## src/rtl/branch_sequencer.sv

```systemverilog
// ---------------------------------------------------------------------------
// branch_sequencer
//
// Control sequencer for the conditional-branch path of the CPU. Steps through
// T3..T6 of a branch instruction, driving the register-file / bus control
// strobes for each step. The branch condition is evaluated against the bus
// value during T3 and captured in the CON flag (con_q), which then gates
// the PC write in T6. A start/busy/done handshake talks to the main control
// unit, and two saturating counters keep branch statistics.
//
// Optional feature (compile-time macro BRANCH_SKIP_EN):
//   defined   - a not-taken branch jumps straight from T3 to DONE.
//   undefined - every branch walks T4..T6; a not-taken branch only suppresses
//               z_low_out and pc_in in T6.
//
// Parameters:
//   DATA_WIDTH   width of bus_mux_out
//   COUNT_WIDTH  width of branch_count / taken_count
//
// Ports:
//   clk           system clock, rising edge
//   reset         asynchronous active-low reset
//   start         run request from main control, honoured only in IDLE
//   ir_cond       IR condition field C2[1:0]
//   bus_mux_out   bus value (Ra contents during T3)
//   busy          high in every state except IDLE
//   done          one-cycle pulse in DONE
//   gra, r_out, con_in               T3 strobes
//   pc_out, y_in                     T4 strobes
//   c_sign_out, alu_add, z_in        T5 strobes
//   z_low_out, pc_in                 T6 strobes, gated by con_q
//   con_q         latched CON flag
//   branch_count  branches evaluated (saturating)
//   taken_count   branches taken (saturating)
// ---------------------------------------------------------------------------
module branch_sequencer #(
    parameter int DATA_WIDTH  = 32,
    parameter int COUNT_WIDTH = 16
) (
    input  logic                   clk,
    input  logic                   reset,
    input  logic                   start,
    input  logic [1:0]             ir_cond,
    input  logic [DATA_WIDTH-1:0]  bus_mux_out,
    output logic                   busy,
    output logic                   done,
    output logic                   gra,
    output logic                   r_out,
    output logic                   con_in,
    output logic                   pc_out,
    output logic                   y_in,
    output logic                   c_sign_out,
    output logic                   alu_add,
    output logic                   z_in,
    output logic                   z_low_out,
    output logic                   pc_in,
    output logic                   con_q,
    output logic [COUNT_WIDTH-1:0] branch_count,
    output logic [COUNT_WIDTH-1:0] taken_count
);

    typedef enum logic [2:0] {
        S_IDLE,
        S_T3,
        S_T4,
        S_T5,
        S_T6,
        S_DONE
    } state_t;

    state_t state_reg;
    state_t state_next;

    logic   cond_eval;
    logic   con_reg;
    logic   t3_exit;
    logic   inc_en [2];

    // ------------------------------------------------------------------
    // Branch condition, evaluated combinationally from the bus value.
    // Only meaningful in T3; the result is captured on the T3 exit edge.
    // ------------------------------------------------------------------
    always_comb begin
        cond_eval = 1'b0;
        case (ir_cond)
            2'b00:   cond_eval = (bus_mux_out == '0);
            2'b01:   cond_eval = (bus_mux_out != '0);
            2'b10:   cond_eval = ~bus_mux_out[DATA_WIDTH-1];
            default: cond_eval =  bus_mux_out[DATA_WIDTH-1];
        endcase
    end

    // Every cycle spent in T3 ends with a transition out of it.
    assign t3_exit = (state_reg == S_T3);

    // ------------------------------------------------------------------
    // State register
    // ------------------------------------------------------------------
    always_ff @(posedge clk or negedge reset) begin
        if (!reset) begin
            state_reg <= S_IDLE;
        end else begin
            state_reg <= state_next;
        end
    end

    // ------------------------------------------------------------------
    // Next-state logic
    // ------------------------------------------------------------------
    always_comb begin
        state_next = state_reg;
        case (state_reg)
            S_IDLE: begin
                if (start) begin
                    state_next = S_T3;
                end
            end
            S_T3: begin
`ifdef BRANCH_SKIP_EN
                // Not-taken branches have nothing useful to do in T4..T6.
                state_next = cond_eval ? S_T4 : S_DONE;
`else
                state_next = S_T4;
`endif
            end
            S_T4:    state_next = S_T5;
            S_T5:    state_next = S_T6;
            S_T6:    state_next = S_DONE;
            S_DONE:  state_next = S_IDLE;
            default: state_next = S_IDLE;
        endcase
    end

    // ------------------------------------------------------------------
    // Moore output decode. Because state_reg clears asynchronously, every
    // strobe drops the moment reset is asserted.
    // ------------------------------------------------------------------
    always_comb begin
        busy       = 1'b0;
        done       = 1'b0;
        gra        = 1'b0;
        r_out      = 1'b0;
        con_in     = 1'b0;
        pc_out     = 1'b0;
        y_in       = 1'b0;
        c_sign_out = 1'b0;
        alu_add    = 1'b0;
        z_in       = 1'b0;
        z_low_out  = 1'b0;
        pc_in      = 1'b0;
        case (state_reg)
            S_IDLE: begin
            end
            S_T3: begin
                busy   = 1'b1;
                gra    = 1'b1;
                r_out  = 1'b1;
                con_in = 1'b1;
            end
            S_T4: begin
                busy   = 1'b1;
                pc_out = 1'b1;
                y_in   = 1'b1;
            end
            S_T5: begin
                busy       = 1'b1;
                c_sign_out = 1'b1;
                alu_add    = 1'b1;
                z_in       = 1'b1;
            end
            S_T6: begin
                // The PC is only rewritten when the branch is taken.
                busy      = 1'b1;
                z_low_out = con_reg;
                pc_in     = con_reg;
            end
            S_DONE: begin
                busy = 1'b1;
                done = 1'b1;
            end
            default: begin
            end
        endcase
    end

    // ------------------------------------------------------------------
    // CON flag: loaded only when leaving T3, held between branches.
    // ------------------------------------------------------------------
    always_ff @(posedge clk or negedge reset) begin
        if (!reset) begin
            con_reg <= 1'b0;
        end else if (t3_exit) begin
            con_reg <= cond_eval;
        end
    end

    assign con_q = con_reg;

    // ------------------------------------------------------------------
    // Statistics counters. Index 0 counts every evaluated branch, index 1
    // counts the taken ones. Both stick at all-ones instead of wrapping.
    // ------------------------------------------------------------------
    assign inc_en[0] = t3_exit;
    assign inc_en[1] = t3_exit & cond_eval;

    for (genvar gi = 0; gi < 2; gi++) begin : gen_cnt
        logic [COUNT_WIDTH-1:0] cnt_reg;

        always_ff @(posedge clk or negedge reset) begin
            if (!reset) begin
                cnt_reg <= '0;
            end else if (inc_en[gi] && (cnt_reg != '1)) begin
                cnt_reg <= cnt_reg + COUNT_WIDTH'(1);
            end
        end
    end

    assign branch_count = gen_cnt[0].cnt_reg;
    assign taken_count  = gen_cnt[1].cnt_reg;

endmodule

```

## config.mk

```make
export PLATFORM = sky130hd
export DESIGN_NAME = branch_sequencer
export DESIGN_NICKNAME = d
export VERILOG_FILES = /design/src/rtl/branch_sequencer.sv
export SDC_FILE = /design/constraint.sdc
export NUM_CORES = 1
export LEC_CHECK = 0
export CORE_MARGIN = 4
export CORE_UTILIZATION = 45
export DETAILED_ROUTE_END_ITERATION = 10
export GPL_ROUTABILITY_DRIVEN = 0
export PLACE_DENSITY = 0.95
export SETUP_SLACK_MARGIN = 0.15
export SLEW_MARGIN = 30
export SYNTH_ARGS = -nofsm -noshare
export SYNTH_HDL_FRONTEND = slang
export SYNTH_SLANG_ARGS = --single-unit
```

## constraint.sdc

```tcl
create_clock -name clk -period 5.1 [get_ports clk]
set_input_delay 0.51 -clock clk [delete_from_list [all_inputs] [get_ports clk]]
set_output_delay 0.51 -clock clk [all_outputs]
set_load 0.05 [all_outputs]
```

==> reports/results.txt <==
status: finished clean
Netlist cell types: 37
Yosys warnings: 0
ratio of cells with drive above 1 in the final layout: 10.1%
DRC: 0
critical path arrival: 2970 ps
largest net degree at the start of global routing: 37
Final HPWL DP: 3570 um
Rows: 23
Max stage delay on crit path: 570 ps
top-count cell post-synth: dfrtp_1
post-layout min period: 2770 ps
DR iter-0 viols: 56
CTS buffer count: 5
peak supply drop: 420 uV
Post-CTS Setup Bufs: 0
Setup-failing EPs final: 0
reg-to-reg startpoint: branch_count[6]
global-route usage over all layers: 18.4%
post-synthesis sequential area ratio: 48.4%
final wirelength: 4600 um
Via density: 5.35
synth top area cells: dfrtp_1 (48%), xnor2_1 (12%), nand4_1 (3.0%), nand3_2 (2.7%), nand2_1 (2.6%)
crit path kind: primary input to flip-flop
max_cap viols: 0
design area: 2750 um^2
Pleak: 1.14 nW
Synth top area share: 48.4%
IO Port Bufs: 81
Hold Crit Class: primary input to asynchronous set/reset pin
Final ANT Viol Nets: 0
GRT overflow: 0
footprint of the multi-input gates: 885 um^2
final std cells w/o fill: 298
post-cts sizing count: 0
Synth Area per Inst: 11.0 um^2
Slew headroom: 37.0%
Async S/R FF share, synth: 100%
IO Pins: 82
Slowest-stage cell, CP: or4_4
leading cell types by count after synthesis: dfrtp_1 (36), xnor2_1 (26), nand2_1 (13), nand4_1 (9)
Setup TNS: 0 ps
cell count after placement: 290
RSZ-0062 raised after global routing: no
Synthesized Nets: 209
n_diodes: 0
Filler Cells Inserted: 311
drt pass-1 iters: 4
area delta synth->final: 47.6%
Worst-path clk slew: 70 ps
ys flop type: dfrtp_1
Mapped Area: 1860 um^2
Cell Pwr Density: 466 nW/um^2
initial core utilization: 46.5%
routed length per instance: 15.4 um
CTS tree: done
CTS max path bufs: 2
Cell Chain, Critical Path: clkdlybuf4s50_1, nor4_1, nand4_1, or4_4, a31oi_4, and4_1, xor2_1
Die X: 72.3 um
clock sink count: 36
skew final: 2.37 ps
Post-Syn Instances: 170
Fmax: 361 MHz
post-place instance area: 2660 um^2
initial antenna violation count: 0
Vias: 1,594
vias in the first global route: 1,687
EDFF count, synth: 0
period utilisation layout: 54.3%
sequential cell area: 901 um^2
#FFs+latches synth: 36
die span in y: 72.3 um
CP Launch Type: primary input
CP endpoint kind: flip-flop
worst-skew pair later-pin latency: 280 ps
crit-path max FO: 16
cts hold-fix bufs: 0
Hold Vio Cnt, Final: 0
Final #Nets: 286
Die Area: 5230 um^2
Root Driver: clkbuf_8
largest area contributor in the netlist: dfrtp_1
CORE AREA: 4000 um^2
first-pass GRT wire length: 7560 um
Crit. Startpoint: bus_mux_out[31]
Slew @ Worst Pin: 940 ps
Slew Limit Fails: 0
Critical Path RT: 5300 ps
H-tree levels: 2
routing by layer:
| layer | track usage (%) | vias to the layer above | wire [um] |
|---|---|---|---|
| li1 | - | 759 | - |
| met1 | 19.7 | 772 | 1790 |
| met2 | 35.1 | 56 | 2460 |
| met3 | 5.54 | 7 | 305 |
| met4 | 4.18 | 0 | 43 |
| met5 | 0 | - | 0 |
worst paths after layout:
path	to	slack, ps	depth (start not counted)
worst max-delay path	taken_count[5]	2330	7
min in group clk	branch_count[5]	500	1
max in group asynchronous	taken_count[6]	4290	1
worst min-delay path	branch_count[15]	310	1
worst max register to register	branch_count[1]	2670	5
worst min register to register	branch_count[5]	500	1
per-stage QoR:
stage	power (mW)	hold slack [ps]	util, %	setup WS (ps)
6_report	1.28	309	68.7	2330
3_5_place_dp	1.08	488	66.4	2040
5_1_grt	1.34	372	68.7	2190
2_1_floorplan	0.884	214	-	2390
4_1_cts	1.29	332	68.7	2310
3_3_place_gp	1.06	475	66.4	2200
power breakdown:
| group | internal, mW | switching (mW) |
|---|---|---|
| logic | 0.233 | 0.425 |
| registers | 0.341 | 0.0766 |
| clock network | 0.110 | 0.0953 |
| total | 0.684 | 0.597 |
layout make-up:
type                    instances  area share [%]
flip-flops and latches         36            32.8
clock buffers                   8            3.28
multi-input cells             122            32.2
repair buffers                 81            29.3
well taps                      50            2.28
inverters                       1           0.137
cell usage in the layout (no fill, tap or decap), types with 2 or more instances in the layout:
cell,Yosys,layout
clkdlybuf4s50_1,0,80
dfrtp_1,36,36
xnor2_1,26,26
nand2_1,13,13
nand4_1,9,9
nor2_1,8,8
nand3_1,8,8
and3_1,7,7
nor4_1,7,7
clkbuf_8,0,6
nand3_2,5,5
xor2_1,4,4
and3_2,4,4
nor3_1,3,3
a21oi_1,3,3
and4_1,3,3
mux2_2,2,2
o21ai_0,2,2
and4_2,2,2
ha_1,2,2
clkbuf_1,3,2
kinds of logic (layout without fill, tap and decap cells):
group,after synthesis,count (layout),share of synthesized area (%)
multiplexers,2,2,1.21
AND/OR/NAND/NOR,77,77,25.8
flip-flops,36,36,48.4
buffers and inverters,12,90,4.10
XOR/XNOR,31,31,15.0
AO/OA/AOI/OAI,10,10,4.17
adder cells (fa/ha/maj),2,2,1.34
critical path, delay by kind of cell:
family / cells / cell delay [ps]
buf+inv: 1 / 430
xor+xnor: 1 / 180
compound gates: 1 / 520
simple gates: 4 / 1330
No activity file was read; power rests on OpenSTA's default activity.
